## src/rtl/pipelined_datapath.sv

```systemverilog
// Register file + ALU execute/writeback engine with registered N/Z/C/V flags.
// Optional macro DATAPATH_BYPASS_EN forwards the pending writeback to the read ports.
module pipelined_datapath #(
  parameter int DATA_W    = 8,
  parameter int REG_COUNT = 16
) (
  input  logic                         clk,
  input  logic                         rst,
  input  logic                         alu_en,
  input  logic [3:0]                   alu_opcode,
  input  logic [DATA_W-1:0]            imm_value,
  input  logic                         write_en,
  input  logic [$clog2(REG_COUNT)-1:0] write_addr,
  input  logic [$clog2(REG_COUNT)-1:0] ra_addr,
  input  logic [$clog2(REG_COUNT)-1:0] rb_addr,
  output logic [DATA_W-1:0]            read_a,
  output logic [DATA_W-1:0]            read_b,
  output logic [DATA_W-1:0]            alu_result,
  output logic                         alu_zero,
  output logic                         alu_carry,
  output logic                         alu_neg,
  output logic                         alu_ovf,
  output logic                         wb_pending
);
  localparam int ADDR_W = $clog2(REG_COUNT);
  localparam int MSB    = DATA_W - 1;

  logic [DATA_W-1:0] r_mem [REG_COUNT];
  logic              r_wb_valid;
  logic [ADDR_W-1:0] r_wb_addr;
  logic [DATA_W-1:0] r_wb_data;
  logic              r_z, r_c, r_n, r_v;

  logic [DATA_W-1:0] w_a, w_b, w_res;
  logic [DATA_W:0]   w_wide;
  logic              w_c, w_v, w_op_ok, w_ci;

  always_comb begin
    w_a = (ra_addr == '0) ? '0 : r_mem[ra_addr];
    w_b = (rb_addr == '0) ? '0 : r_mem[rb_addr];
`ifdef DATAPATH_BYPASS_EN
    // r_wb_addr is never 0 while valid, so r0 stays hardwired
    if (r_wb_valid && ra_addr == r_wb_addr) w_a = r_wb_data;
    if (r_wb_valid && rb_addr == r_wb_addr) w_b = r_wb_data;
`endif
  end

  // Carry-in only participates for ADC/SBB (opcode bit 3 set)
  assign w_ci = alu_opcode[3] & r_c;

  always_comb begin
    w_res   = '0;
    w_wide  = '0;
    w_c     = 1'b0;
    w_v     = 1'b0;
    w_op_ok = 1'b1;
    case (alu_opcode)
      4'd0, 4'd8: begin
        w_wide = {1'b0, w_a} + {1'b0, w_b} + {{DATA_W{1'b0}}, w_ci};
        w_res  = w_wide[MSB:0];
        w_c    = w_wide[DATA_W];
        w_v    = (w_a[MSB] == w_b[MSB]) && (w_res[MSB] != w_a[MSB]);
      end
      4'd1, 4'd9: begin
        w_wide = {1'b0, w_a} - {1'b0, w_b} - {{DATA_W{1'b0}}, w_ci};
        w_res  = w_wide[MSB:0];
        w_c    = w_wide[DATA_W];
        w_v    = (w_a[MSB] != w_b[MSB]) && (w_res[MSB] != w_a[MSB]);
      end
      4'd2:  w_res = w_a & w_b;
      4'd3:  w_res = w_a | w_b;
      4'd4:  w_res = w_a ^ w_b;
      4'd5:  w_res = ~w_a;
      4'd6:  begin w_res = {w_a[MSB-1:0], 1'b0};     w_c = w_a[MSB]; end
      4'd7:  begin w_res = {1'b0, w_a[MSB:1]};       w_c = w_a[0];   end
      4'd10: begin w_res = {w_a[MSB-1:0], w_a[MSB]}; w_c = w_a[MSB]; end
      4'd11: begin w_res = {w_a[0], w_a[MSB:1]};     w_c = w_a[0];   end
      4'd12: w_res = w_b;
      default: w_op_ok = 1'b0;
    endcase
  end

  always_ff @(posedge clk) begin
    if (!rst) begin
      for (int i = 0; i < REG_COUNT; i++) r_mem[i] <= '0;
      r_wb_valid <= 1'b0;
      r_wb_addr  <= '0;
      r_wb_data  <= '0;
      r_z        <= 1'b0;
      r_c        <= 1'b0;
      r_n        <= 1'b0;
      r_v        <= 1'b0;
    end else begin
      if (r_wb_valid) r_mem[r_wb_addr] <= r_wb_data;
      r_wb_valid <= write_en && (write_addr != '0) && w_op_ok;
      if (write_en && (write_addr != '0) && w_op_ok) begin
        r_wb_addr <= write_addr;
        r_wb_data <= alu_en ? w_res : imm_value;
      end
      if (alu_en && w_op_ok) begin
        r_z <= (w_res == '0);
        r_n <= w_res[MSB];
        r_c <= w_c;
        r_v <= w_v;
      end
    end
  end

  assign read_a     = w_a;
  assign read_b     = w_b;
  assign alu_result = w_res;
  assign alu_zero   = r_z;
  assign alu_carry  = r_c;
  assign alu_neg    = r_n;
  assign alu_ovf    = r_v;
  assign wb_pending = r_wb_valid;
endmodule

```

## config.mk

```make
export PLATFORM = sky130hd
export DESIGN_NAME = pipelined_datapath
export DESIGN_NICKNAME = d
export VERILOG_FILES = /design/src/rtl/pipelined_datapath.sv
export SDC_FILE = /design/constraint.sdc
export NUM_CORES = 1
export LEC_CHECK = 0
export BUFFER_PORTS_ARGS = -buffer_cell sky130_fd_sc_hd__buf_2
export CAP_MARGIN = 30
export CORE_MARGIN = 2
export CORE_UTILIZATION = 25
export CTS_CLUSTER_SIZE = 28
export DETAILED_ROUTE_END_ITERATION = 8
export SLEW_MARGIN = 0
export SYNTH_ARGS = -nofsm -noshare
export SYNTH_HDL_FRONTEND = slang
export SYNTH_SLANG_ARGS = --single-unit
```

## constraint.sdc

```tcl
create_clock -name clk -period 8.2 [get_ports clk]
set_input_delay 2.05 -clock clk [delete_from_list [all_inputs] [get_ports clk]]
set_output_delay 2.05 -clock clk [all_outputs]
set_load 0.02 [all_outputs]
```

# Yosys cells after proc, flatten, opt, wreduce, memory -nomap -nowiden
# Memory sizes are Yosys's and may differ from the RTL's.
# Cells that the tools add are included.
[op_classes]
n_bitwise = 5
reduce_logical = 16
n_eq_ne = 16
add_sub_neg = 4
mux = 14
[ops]
columns = ["operator", "n"]
rows = [
  ["8-bit case mux with 11 select lines", 1],
  ["8-bit two-way mux", 4],
  ["4-bit equality test (second input constant)", 5],
  ["4-bit by 3-bit equality test with 1-bit output (second input constant)", 4],
  ["13-bit OR reduction", 1],
  ["4-bit logical NOT", 3],
  ["8-bit by 8-bit adder with 9-bit output", 1],
  ["9-bit by 1-bit adder with 9-bit output", 1],
  ["8-bit by 8-bit subtractor with 9-bit output", 1],
  ["9-bit by 1-bit subtractor with 9-bit output", 1],
  ["8-bit bitwise AND", 1],
  ["4-bit by 2-bit equality test with 1-bit output (second input constant)", 2],
  ["8-bit logical NOT", 1],
  ["8-bit inverter", 1],
  ["8-bit OR", 1],
  ["2-bit OR reduction", 4],
  ["8-bit OR reduction", 1],
  ["8-bit XOR", 1],
  ["1-bit two-way mux", 6],
  ["1-bit logical AND", 5],
  ["4-bit by 1-bit equality test with 1-bit output (second input constant)", 1],
  ["4-bit two-way mux", 1],
  ["1-bit case mux with 4 select lines", 1],
  ["4-bit nonzero test", 1],
  ["other kinds (4)", 6],
]
[totals]
ramBits = 128
memories = 1
output_inout_bits = 29
reg_bits = 17
word_cells = 63
in_bits = 28
[memory_table]
columns = ["name", "words", "word_bits", "rd", "rd_clocked_by_memory_dff", "wr", "line_no", "source"]
rows = [
  ["r_mem", 16, 8, 2, 0, 16, "28", "logic [DATA_W-1:0] r_mem [REG_COUNT];"],
]

# Logic depth before layout (Yosys ltp)
[depth]
word_depth = 7
depth_mapped = 21
ltp_nobuf = 17

# Least setup slack after synthesis
# Ideal clock, no wire load.
[synth_path]
kind = "in2out"
startpoint = "in rb_addr[0]"
endpoint = "out alu_result[7]"
n_path_buf = 4
required_time_ns = 6.150
path_stages = 17
arrival_ns = 5.912
path_slack_ns = 0.238
cell_sequence = "buf_6 buf_6 buf_6 buf_2 mux4_2 mux2i_1 nor3_1 a21oi_1 inv_1 ha_1 inv_1 ha_1 a21o_1 a21o_1 o2111ai_1 or3b_1 a311o_1"
[synth_between]
elab_chain_cells = 5
[synth_lines]
columns = ["element", "line_no", "source"]
rows = [
  ["start, declared", "15", "input logic [$clog2(REG_COUNT)-1:0] rb_addr,"],
  ["memory 16 x 8 bit or 4-bit logical NOT (tied branches)", "--", ""],
  ["8-bit two-way mux *", "40", "w_b = (rb_addr == '0) ? '0 : r_mem[rb_addr];"],
  ["named net read_b[4]", "17", "output logic [DATA_W-1:0] read_b,"],
  ["8-bit by 8-bit subtractor with 9-bit output or 8-bit by 8-bit adder with 9-bit output (tied branches)", "65, 59", ""],
  ["9-bit by 1-bit subtractor with 9-bit output or 9-bit by 1-bit adder with 9-bit output (tied branches)", "65, 59", ""],
  ["8-bit case mux with 11 select lines *", "57", "case (alu_opcode)"],
  ["end, declared", "18", "output logic [DATA_W-1:0] alu_result,"],
]
# The timed path passes the listed nets; every way through them passes the cells marked *.

# Worst setup path after layout
[layout_path]
startpoint = "in rb_addr[0]"
endpoint = "out alu_result[7]"
[layout_between]
elab_chain_cells = 5
[layout_lines]
columns = ["element", "line_no"]
rows = [
  ["memory 16 x 8 bit or 4-bit logical NOT (tied branches)", "--"],
  ["8-bit two-way mux *", "40"],
  ["8-bit by 8-bit subtractor with 9-bit output or 8-bit by 8-bit adder with 9-bit output (tied branches)", "65, 59"],
  ["9-bit by 1-bit subtractor with 9-bit output or 9-bit by 1-bit adder with 9-bit output (tied branches)", "65, 59"],
  ["8-bit case mux with 11 select lines *", "57"],
]
# Mark *: on every way between the ends. The rest lies on a longest branch, timed or not.

==> run summary <==
core area = 0.0378 sq mm
gr ovfl total = 0
Worst Path Buf+Inv = 4
Rows = 71
Clock Path Buffers = 2
critical path capture point type = output pin
Stages on worst setup path = 16
total power draw = 0.00214 W
setup ws final = 0.248 ns
Post-Synthesis Cells = 857
internal reg-to-reg setup slack = 3.86 ns
WL final = 31,100 um
Post-DRT Antenna Nets = 0
TritonCTS clock tree = done
die height = 200 um
drt pass-1 iters = 5
die width = 200 um
cts hold-fix bufs = 0
vias in the first global route = 7,139
initial core utilization = 25.5%
min Tclk post-route = 7.95 ns
CP delay by family, top = compound AO/OA/AOI/OAI gates
Syn Area/Cell = 11.3 sq um
Min-Delay Path Class = flip-flop to flip-flop
sequential area share after synthesis = 43.1%
Slew headroom = 33.4%
setup TNS = 0 ns
detail-routed via count per cell = 5.11
first-pass GRT wire length = 46,400 um
H-tree depth = 4
Post-synth EDFFs = 127
Leakage = 4.38 nW
DRT iter0 DRCs = 839
clk_lat worst skew = 0.43 ns
status = complete, no violations
nets@finish = 993
Arr. time, crit path = 5.90 ns
share of cells above drive strength 1 = 23.0%
critical path's slowest cell = mux4_1
RSZ-0062 raised after global routing = no
gr usage total = 15.4%
initial antenna violation count = 2
skew final = 0.0131 ns
register bit total from synthesis = 144
# fillers = 3,920
async set-reset flop share out of synthesis = 0%
Critical Path Max Stage Delay = 0.64 ns
largest net degree at the start of global routing = 29
area delta synth->final = 17.5%
# DRC = 0
# IOs = 57
CP Launch Point = rb_addr[0]
Syn. warnings = 0
Setup CP Type = input pin to output pin
pre-CTS setup slack = 0.176 ns
Final GP Congestion = 0.971
Crit path top cell by count = ha_1
Worst Max-Slew Pin Slew = 0.988 ns
input/output buffers = 56
Fin. Hold Viols = 0
final hold slack = 0.489 ns
syn nets = 916
clock sink count = 144
cells on worst reg2reg path = 16
Final period util = 97.0%
Yosys cell types = 78
CP Data Required Time = 6.15 ns
routed via count = 7,462
crit path capture = alu_result[7]
crit start category = input pin
mapped cell area = 0.00964 sq mm
Pwr per Cell Area = 188 mW/mm^2
Final setup viols = 0
Reg-to-Reg End = alu_zero$_SDFFE_PN0P_
VDD IR max = 127 uV
HPWL after DPL = 24,100 um
Clock transition at path regs = 0.06 ns
RR Startpoint = r_mem[3][0]$_SDFFCE_PN0P_
DIE AREA = 0.0402 sq mm
crit-path cells = clkbuf_4 > buf_12 > mux4_1 > mux2_2 > a22o_1 > inv_1 > ha_1 > ha_1 > nor3b_1 > a21oi_1 > o32ai_1 > a221oi_2 > nand3_1 > or3b_1 > a311o_1 > buf_2
Clk Tree Root Cell = clkbuf_16
crit path max fanout = 17
CTS buffer count = 17
Synth Flop Type = edfxtp_1
max_cap viols = 0
fmax = 126 MHz
wire length per cell = 21.3 um
max-slew violation count = 0
-- logic make-up (layout without fill, tap and decap cells) --
kind of cell / after synthesis / in the layout / synth area share [%]
AND/OR/NAND/NOR: 321 / 321 / 17.9
AO/OA/AOI/OAI: 163 / 163 / 12.1
flip-flops: 144 / 144 / 43.1
buffers and inverters: 95 / 185 / 4.38
multiplexers: 94 / 94 / 17.5
adder cells (fa/ha/maj): 31 / 31 / 4.18
XOR/XNOR: 9 / 9 / 0.817
other: 0 / 2 / 0
-- metrics by stage --
step | util [%] | instance area [sq um] | std cells
4_1_cts | 29.8 | 11300 | 1457
2_1_floorplan | - | 9640 | 857
6_report | 30.0 | 11300 | 1460
5_1_grt | 29.9 | 11300 | 1458
3_3_place_gp | 28.3 | 10700 | 1420
3_5_place_dp | 28.4 | 10700 | 1425
-- what timing repair did --
action,4_1_cts,5_1_grt
resized for setup,0,6
endpoints found under the hold margin,0,0
endpoints found under the setup margin,0,3
setup buffers,0,0
-- flip-flops by register name (all words and copies together), names as in the netlist --
| name | flops |
|---|---|
| r_wb_data | 8 |
| r_wb_addr | 4 |
| r_mem | 127 |
| wb_pending | 1 |
| alu_carry | 1 |
| alu_ovf | 1 |
| alu_neg | 1 |
| alu_zero | 1 |
-- power breakdown --
group          internal (W)  switching [W]
Sequential         0.000827      0.0000444
Clock              0.000422       0.000307
Combinational      0.000220       0.000317
Total               0.00147       0.000668
-- final cells by class --
cell class / count / area (sq um) / share of cell area [%]
multi-input combinational: 618 / 5090 / 44.9
clock inverter: 11 / 77.6 / 0.684
inverter: 45 / 169 / 1.49
clock buffer: 21 / 482 / 4.25
tap: 511 / 639 / 5.64
sequential: 144 / 4150 / 36.6
timing repair buffer: 108 / 713 / 6.29
antenna: 2 / 5.00 / 0.0442
-- cell usage in the layout (no fill, tap or decap), drive strengths merged, types with 9 or more instances in the layout --
cell type / instances
and2: 133
mux2: 13
mux2i: 28
nand3: 14
dfxtp: 17
a22oi: 9
nor2: 57
a21oi: 37
nor3: 18
clkbuf: 23
a221oi: 11
inv: 48
ha: 29
nand2b: 14
edfxtp: 127
buf: 106
o21ai: 28
nand2: 51
mux4: 53
-- worst min path at each step --
stage / start / endpoint / slack, ns / cells after the start
3_3_place_gp: alu_zero$_SDFFE_PN0P_ / alu_zero$_SDFFE_PN0P_ / 0.47 / 2
3_5_place_dp: alu_zero$_SDFFE_PN0P_ / alu_zero$_SDFFE_PN0P_ / 0.48 / 2
4_1_cts: alu_zero$_SDFFE_PN0P_ / alu_zero$_SDFFE_PN0P_ / 0.49 / 2
5_1_grt: alu_zero$_SDFFE_PN0P_ / alu_zero$_SDFFE_PN0P_ / 0.51 / 2
2_1_floorplan: r_wb_addr[0]$_SDFFE_PN0P_ / r_wb_addr[0]$_SDFFE_PN0P_ / 0.47 / 2
6_report: alu_zero$_SDFFE_PN0P_ / alu_zero$_SDFFE_PN0P_ / 0.49 / 2
-- tightest hold or removal path: cells and delay by family (launching register included) --
kind	cells	cell delay, ns
DFF	1	0.31
and+or+nand+nor	1	0.07
AOI/OAI and AO/OA	1	0.06
-- metal layers --
metal	GRT usage (%)	vias up	share of wire, %
li1	-	3368	-
met1	21.4	3667	43
met2	23.6	365	45
met3	3.47	60	8.2
met4	5.50	2	3.4
met5	0	-	0.035
-- cell usage after synthesis (6+ instances only) --
| master | instances | area (sq um) |
|---|---|---|
| a211oi_1 | 8 | 60.1 |
| a21o_1 | 7 | 52.6 |
| a21oi_1 | 37 | 185 |
| a221oi_1 | 9 | 78.8 |
| a22oi_1 | 8 | 60.1 |
| a31oi_1 | 8 | 50.1 |
| and2_1 | 133 | 832 |
| buf_1 | 6 | 22.5 |
| clkbuf_1 | 29 | 109 |
| dfxtp_1 | 17 | 340 |
| edfxtp_1 | 127 | 3810 |
| ha_1 | 29 | 363 |
| inv_1 | 43 | 161 |
| mux2_2 | 12 | 135 |
| mux2i_1 | 25 | 250 |
| mux4_1 | 9 | 236 |
| mux4_2 | 44 | 991 |
| nand2_1 | 51 | 191 |
| nand2b_1 | 14 | 87.6 |
| nand3_1 | 14 | 70.1 |
| nor2_1 | 57 | 214 |
| nor2b_1 | 6 | 37.5 |
| nor3_1 | 17 | 85.1 |
| o21ai_0 | 28 | 140 |
| o21bai_1 | 8 | 60.1 |
| xnor2_1 | 6 | 52.6 |
Power figures use the tool's default switching activity.
